`config.mk`:
```
export PLATFORM = sky130hd
export DESIGN_NAME = alu_multicycle
export DESIGN_NICKNAME = d
export VERILOG_FILES = /design/src/rtl/alu_multicycle.sv
export SDC_FILE = /design/constraint.sdc
export NUM_CORES = 2
export LEC_CHECK = 0
export ABC_AREA = 1
export CORE_MARGIN = 2
export CORE_UTILIZATION = 40
export CTS_CLUSTER_SIZE = 40
export DETAILED_ROUTE_END_ITERATION = 10
export PLACE_DENSITY = 0.57
export SYNTH_ARGS = -nofsm -noshare
export SYNTH_HDL_FRONTEND = slang
export SYNTH_SLANG_ARGS = --single-unit
export TNS_END_PERCENT = 5
```
`constraint.sdc`:
```
create_clock -name i_clk -period 6.05 [get_ports i_clk]
set_input_delay 1.815 -clock i_clk [delete_from_list [all_inputs] [get_ports i_clk]]
set_output_delay 1.815 -clock i_clk [all_outputs]
set_load 0.01 [all_outputs]
```
`src/rtl/alu_multicycle.sv`:
```
// Registered EX-stage ALU with logical shifts and a radix-2 shift-add multiplier (Start/Busy/Done).
// Optional N/C/V flag outputs are built when ALU_FLAGS_EN is defined.
module alu_multicycle #(
    parameter int WIDTH    = 64,
    parameter int MOVSHIFT = 16
) (
    input  logic             i_clk,
    input  logic             i_reset,
    input  logic             i_start,
    input  logic [WIDTH-1:0] i_bus_a,
    input  logic [WIDTH-1:0] i_bus_b,
    input  logic [3:0]       i_alu_ctrl,
    output logic [WIDTH-1:0] o_bus_w,
    output logic             o_zero,
    output logic             o_busy,
`ifdef ALU_FLAGS_EN
    output logic             o_negative,
    output logic             o_carry,
    output logic             o_overflow,
`endif
    output logic             o_done
);

    localparam int SHW = $clog2(WIDTH);
    localparam logic [SHW-1:0] CNT_LAST = SHW'(WIDTH - 1);

    localparam logic [3:0] OP_AND    = 4'b0000;
    localparam logic [3:0] OP_OR     = 4'b0001;
    localparam logic [3:0] OP_ADD    = 4'b0010;
    localparam logic [3:0] OP_SUB    = 4'b0110;
    localparam logic [3:0] OP_PASSB  = 4'b0111;
    localparam logic [3:0] OP_PASSBM = 4'b1000;
    localparam logic [3:0] OP_LSL    = 4'b1001;
    localparam logic [3:0] OP_LSR    = 4'b1010;
    localparam logic [3:0] OP_MUL    = 4'b1011;

    typedef enum logic {
        S_IDLE = 1'b0,
        S_MUL  = 1'b1
    } state_t;

    function automatic logic is_zero(input logic [WIDTH-1:0] v);
        return (v == {WIDTH{1'b0}});
    endfunction

    state_t           r_state;
    logic [WIDTH-1:0] r_bus_w;
    logic             r_zero;
    logic             r_busy;
    logic             r_done;
    logic [SHW-1:0]   r_cnt;
    logic [WIDTH-1:0] r_mul_a;
    logic [WIDTH-1:0] r_mul_b;
    logic [WIDTH-1:0] r_mul_acc;

    logic [SHW-1:0]   w_shamt;
    logic [WIDTH-1:0] w_result;
    logic [WIDTH-1:0] w_mul_acc_next;

    assign w_shamt        = i_bus_b[SHW-1:0];
    assign w_mul_acc_next = r_mul_acc + (r_mul_b[0] ? r_mul_a : {WIDTH{1'b0}});

    // Single-cycle result, evaluated from the live inputs at the accept edge
    always_comb begin
        w_result = {WIDTH{1'b0}};
        case (i_alu_ctrl)
            OP_AND:    w_result = i_bus_a & i_bus_b;
            OP_OR:     w_result = i_bus_a | i_bus_b;
            OP_ADD:    w_result = i_bus_a + i_bus_b;
            OP_SUB:    w_result = i_bus_a - i_bus_b;
            OP_PASSB:  w_result = i_bus_b << MOVSHIFT;
            OP_PASSBM: w_result = i_bus_b;
            OP_LSL:    w_result = i_bus_a << w_shamt;
            OP_LSR:    w_result = i_bus_a >> w_shamt;
            default:   w_result = {WIDTH{1'b0}};
        endcase
    end

`ifdef ALU_FLAGS_EN
    logic [WIDTH:0] w_add_ext;
    logic [WIDTH:0] w_sub_ext;
    logic           w_carry;
    logic           w_ovf;
    logic           r_negative;
    logic           r_carry;
    logic           r_overflow;

    // SUB carry is the carry-out of A + ~B + 1, i.e. "no borrow"
    assign w_add_ext = {1'b0, i_bus_a} + {1'b0, i_bus_b};
    assign w_sub_ext = {1'b0, i_bus_a} + {1'b0, ~i_bus_b} + {{WIDTH{1'b0}}, 1'b1};

    // Carry/overflow for the arithmetic ops; cleared for everything else
    always_comb begin
        w_carry = 1'b0;
        w_ovf   = 1'b0;
        case (i_alu_ctrl)
            OP_ADD: begin
                w_carry = w_add_ext[WIDTH];
                w_ovf   = (i_bus_a[WIDTH-1] == i_bus_b[WIDTH-1]) &&
                          (w_add_ext[WIDTH-1] != i_bus_a[WIDTH-1]);
            end
            OP_SUB: begin
                w_carry = w_sub_ext[WIDTH];
                w_ovf   = (i_bus_a[WIDTH-1] != i_bus_b[WIDTH-1]) &&
                          (w_sub_ext[WIDTH-1] != i_bus_a[WIDTH-1]);
            end
            default: begin
                w_carry = 1'b0;
                w_ovf   = 1'b0;
            end
        endcase
    end

    assign o_negative = r_negative;
    assign o_carry    = r_carry;
    assign o_overflow = r_overflow;
`endif

    // Control FSM, multiplier datapath and all registered outputs
    always_ff @(posedge i_clk) begin
        if (i_reset) begin
            r_state   <= S_IDLE;
            r_bus_w   <= {WIDTH{1'b0}};
            r_zero    <= 1'b1;
            r_busy    <= 1'b0;
            r_done    <= 1'b0;
            r_cnt     <= {SHW{1'b0}};
            r_mul_a   <= {WIDTH{1'b0}};
            r_mul_b   <= {WIDTH{1'b0}};
            r_mul_acc <= {WIDTH{1'b0}};
`ifdef ALU_FLAGS_EN
            r_negative <= 1'b0;
            r_carry    <= 1'b0;
            r_overflow <= 1'b0;
`endif
        end else begin
            r_done <= 1'b0;
            case (r_state)
                S_IDLE: begin
                    if (i_start) begin
                        if (i_alu_ctrl == OP_MUL) begin
                            r_state   <= S_MUL;
                            r_busy    <= 1'b1;
                            r_cnt     <= {SHW{1'b0}};
                            r_mul_a   <= i_bus_a;
                            r_mul_b   <= i_bus_b;
                            r_mul_acc <= {WIDTH{1'b0}};
                        end else begin
                            r_bus_w <= w_result;
                            r_zero  <= is_zero(w_result);
                            r_done  <= 1'b1;
`ifdef ALU_FLAGS_EN
                            r_negative <= w_result[WIDTH-1];
                            r_carry    <= w_carry;
                            r_overflow <= w_ovf;
`endif
                        end
                    end
                end
                S_MUL: begin
                    r_mul_acc <= w_mul_acc_next;
                    r_mul_a   <= r_mul_a << 1;
                    r_mul_b   <= r_mul_b >> 1;
                    if (r_cnt == CNT_LAST) begin
                        r_state <= S_IDLE;
                        r_busy  <= 1'b0;
                        r_done  <= 1'b1;
                        r_cnt   <= {SHW{1'b0}};
                        r_bus_w <= w_mul_acc_next;
                        r_zero  <= is_zero(w_mul_acc_next);
`ifdef ALU_FLAGS_EN
                        r_negative <= w_mul_acc_next[WIDTH-1];
                        r_carry    <= 1'b0;
                        r_overflow <= 1'b0;
`endif
                    end else begin
                        r_cnt <= r_cnt + {{(SHW-1){1'b0}}, 1'b1};
                    end
                end
                default: begin
                    r_state <= S_IDLE;
                    r_busy  <= 1'b0;
                end
            endcase
        end
    end

    assign o_bus_w = r_bus_w;
    assign o_zero  = r_zero;
    assign o_busy  = r_busy;
    assign o_done  = r_done;

endmodule

```
==> summary.txt <==
Setup path
  – CP top delay family: simple AND/OR/NAND/NOR gates
  – CP peak stage delay: 0.34 ns
  – Worst EP required: 6.56 ns
  – Max FO, Critical Path: 5
  – CP most frequent cell: nand2_1
  – Reg2Reg Depth: 22
  – Startpoint Class: primary input
  – Number of buffers and inverters on the critical path: 7
  – Slowest-stage cell, CP: ha_1
  – Capturing point of the worst reg2reg path: o_zero
  – Crit path capture type: flop
  – Critical path class: in2reg
  – Reg2Reg Setup Slack: 0.56 ns
  – RR Startpoint: r_mul_b[0]
  – CP Data Arrival Time: 6.42 ns

Power and ir drop
  – Sw Share: 40.5%
  – Max VDD drop: 0.374 mV
  – Sw Pwr: 0.00287 W
  – Cell Int Power: 0.00421 W
  – Static Leakage: 21.0 nW
  – Part of the power in combinational logic: 41.9%
  – Power Total: 0.00708 W
  – Power per cell area: 166 nW/µm²
  – Sequential group share of total power: 26.1%
  – Clock power share: 32.0%

Route
  – Routed Antenna Nets: 0
  – Drt drc: 0
  – DRT iter0 DRCs: 6754
  – Via count: 48055
  – Routed wire per std cell: 25.9 µm
  – DRT Pass-1 Iters: 7
  – Drt via density: 5.93
  – Routed Wire Length: 210 mm

Synth
  – Mapped cell area: 33700 µm²
  – Avg Inst Size Synth: 5.24 µm²
  – EDFF count, synth: 0
  – Ys flop type: dfxtp_1
  – Fraction of registers with async set/reset: 0%
  – FF+latch count, synth: 266
  – Seq/Total Area, Yosys: 15.8%
  – Dominant cells by area after synthesis: nand2_1 24%, dfxtp_1 16%, nand3_1 15%, inv_1 8.4%, nor2_1 5.8%
  – Yosys warnings: 0
  – Syn_nets: 6691
  – Synth top area share: 24.4%
  – Mapped Cells: 6423
  – Yosys top cell by area: nand2_1
  – Post-synthesis cell type count: 55

Cells and area
  – Count of nets after finishing: 7260
  – Share of cells above drive strength 1: 13.2%
  – Final instance area: 42600 µm²
  – P&R area growth vs syn: 26.6%
  – Fin util: 51.0%
  – Post-route insts no fill: 8103
  – Fill cells: 9197

Global routing
  – Vias in the first global route: 43840
  – Antenna violations before repair: 15
  – Total grt overflow: 0
  – Pin count of the biggest net entering global routing: 119
  – Aggregate global-route resource usage: 46.7%
  – First-pass GRT wire length: 295 mm

STA
  – Worst-Margin Slew: 1.17 ns
  – Setup violators final: 0
  – Fin. max-slew vios: 0
  – Worst Hold Margin: 0.464 ns
  – Clock skew: 0.0324 ns
  – Clock period minus final worst setup slack: 5.91 ns
  – Fmax: 0.169 GHz
  – Final hold violations: 0
  – Rel. slew slack: 21.7%
  – Ratio of final minimum period to clock period: 97.7%

Clock tree
  – Num CTS Buffers: 34
  – CTS root buffer: clkbuf_16
  – CTS sink cnt: 266
  – Clk Latency, worst-skew pair: 0.59 ns
  – H-Tree Depth: 2
  – CTS tree: yes
  – Worst-path clk slew: 0.06 ns
  – Clock buffer depth: 3

Die
  – I/O pin cnt: 202
  – Core ar.: 83600 µm²
  – Die Y: 294 µm
  – Die area: 86500 µm²
  – Initial Util: 40.3%
  – DIE WIDTH: 294 µm
  – # rows: 106

Hold path
  – Hold EP: r_mul_b[63]
  – Hold depth: 2
  – Worst min-delay path class: reg2reg
  – Hold path start: r_mul_b[63]

Outcome
  – Status: finished, final reports clean

Placement
  – HPWL Detailed: 170 mm
  – DP Cell Count: 8023
  – Port Buffer Count: 201
  – Final weighted congestion in routability-driven placement: 1.16
  – DP Area: 40500 µm²

Job
  – Maxcap violations: 0
## power groups by stage
stage / sequential [W] / clock, W / combinational [W]
after CTS: 0.00184 / 0.00228 / 0.00275
after detailed placement: 0.00188 / 0 / 0.00274
after floorplan: 0.00188 / 0 / 0.00131
after global routing: 0.00185 / 0.00235 / 0.00311
final: 0.00185 / 0.00226 / 0.00297
after global placement: 0.00188 / 0 / 0.00274
## worst max-delay path by stage
stage               endpoint  startpoint  cells past startpoint
finish                o_zero  i_bus_b[0]                     37
global route          o_zero  i_bus_b[0]                     39
CTS                   o_zero  i_bus_b[6]                     35
detailed placement    o_zero  i_bus_b[5]                     32
global placement      o_zero  i_bus_b[5]                     32
floorplan             o_zero  i_bus_b[1]                     37
## cell usage in the layout, fill, tap and decap left out, types with 15 or more instances in the layout
cell type / count
nor2_4: 15
o21ai_0: 304
clkbuf_16: 34
ha_1: 126
o21ai_1: 45
nand2_2: 51
xnor2_1: 18
buf_4: 616
and2_1: 18
nand3b_1: 29
nor4_1: 19
o2111ai_1: 15
nand3_1: 1000
nand3_2: 16
or2_2: 27
a21oi_2: 19
inv_2: 17
a21oi_1: 296
a31oi_1: 186
xor2_1: 61
nand4_1: 61
clkdlybuf4s50_1: 187
nand2_1: 2128
nor2_1: 482
nor3_1: 29
nor2_2: 36
dfxtp_1: 264
inv_1: 746
## timing repair
item / in CTS / in global routing
gates resized for setup: 4 / 206
buffers inserted: 0 / 13
hold buffers: 0 / 0
pin swaps: 0 / 58
setup endpoints to repair: 1 / 16
## metrics by stage
| stage | setup WS, ns | setup TNS, ns |
|---|---|---|
| 6_report | 0.141 | 0 |
| 5_1_grt | -0.0450 | -0.0450 |
| 4_1_cts | 0.0764 | 0 |
| 3_5_place_dp | -0.818 | -8.53 |
| 3_3_place_gp | -0.907 | -6.74 |
| 2_1_floorplan | 0.138 | 0 |
## cells in the mapped netlist (18+ instances only)
cell,number
a21oi_1,313
a31oi_1,186
and2_1,18
buf_1,36
buf_2,61
clkbuf_1,192
dfxtp_1,266
ha_1,131
inv_1,753
nand2_1,2184
nand3_1,1019
nand3b_1,29
nand4_1,61
nor2_1,523
nor3_1,37
nor4_1,25
o21ai_0,306
o21ai_1,44
or2_2,27
xnor2_1,18
xor2_1,62
## area by class of cell
cell class | count | area (µm²) | area share, %
Inverter | 773 | 2920 | 6.84
Sequential cell | 266 | 5330 | 12.5
Multi-Input combinational cell | 5088 | 24900 | 58.5
Clock buffer | 45 | 952 | 2.23
Antenna cell | 8 | 20.0 | 0.0470
Tap cell | 1080 | 1350 | 3.17
Clock inverter | 14 | 277 | 0.649
Timing Repair Buffer | 829 | 6860 | 16.1
## tightest hold or removal path, cell delays in order (launching register included)
cell	delay [ns]
dfxtp_1	0.31
nand2_1	0.06
a21oi_1	0.05
## logic make-up (layout without fill, tap and decap cells)
group                    after synthesis  count (layout)  share of synthesized area [%]
AND/OR/NAND/NOR                     3953            3953                           49.8
buffers and inverters               1069            1661                           12.3
AO/OA/AOI/OAI                        921             921                           15.0
flip-flops                           266             266                           15.8
adder cells (fa/ha/maj)              133             133                           4.99
XOR/XNOR                              80              80                           2.08
multiplexers                           1               1                         0.0297
other                                  0               8                              0
## registers in the layout, indices dropped and copies added (netlist names)
signal,flops
o_bus_w,64
r_state,1
r_mul_a,64
o_done,1
o_zero,1
r_cnt,6
r_mul_b,64
r_mul_acc,64
o_busy,1
## routing by layer
| metal | vias up | wire length, µm | track usage, % |
|---|---|---|---|
| met2 | 3051 | 85400 | 69.0 |
| li1 | 22140 | - | - |
| met3 | 910 | 24200 | 12.4 |
| met4 | 12 | 22300 | 40.9 |
| met1 | 21942 | 77600 | 55.7 |
| met5 | - | 110 | 0 |
Note: power is estimated with default switching activity, not from simulation.
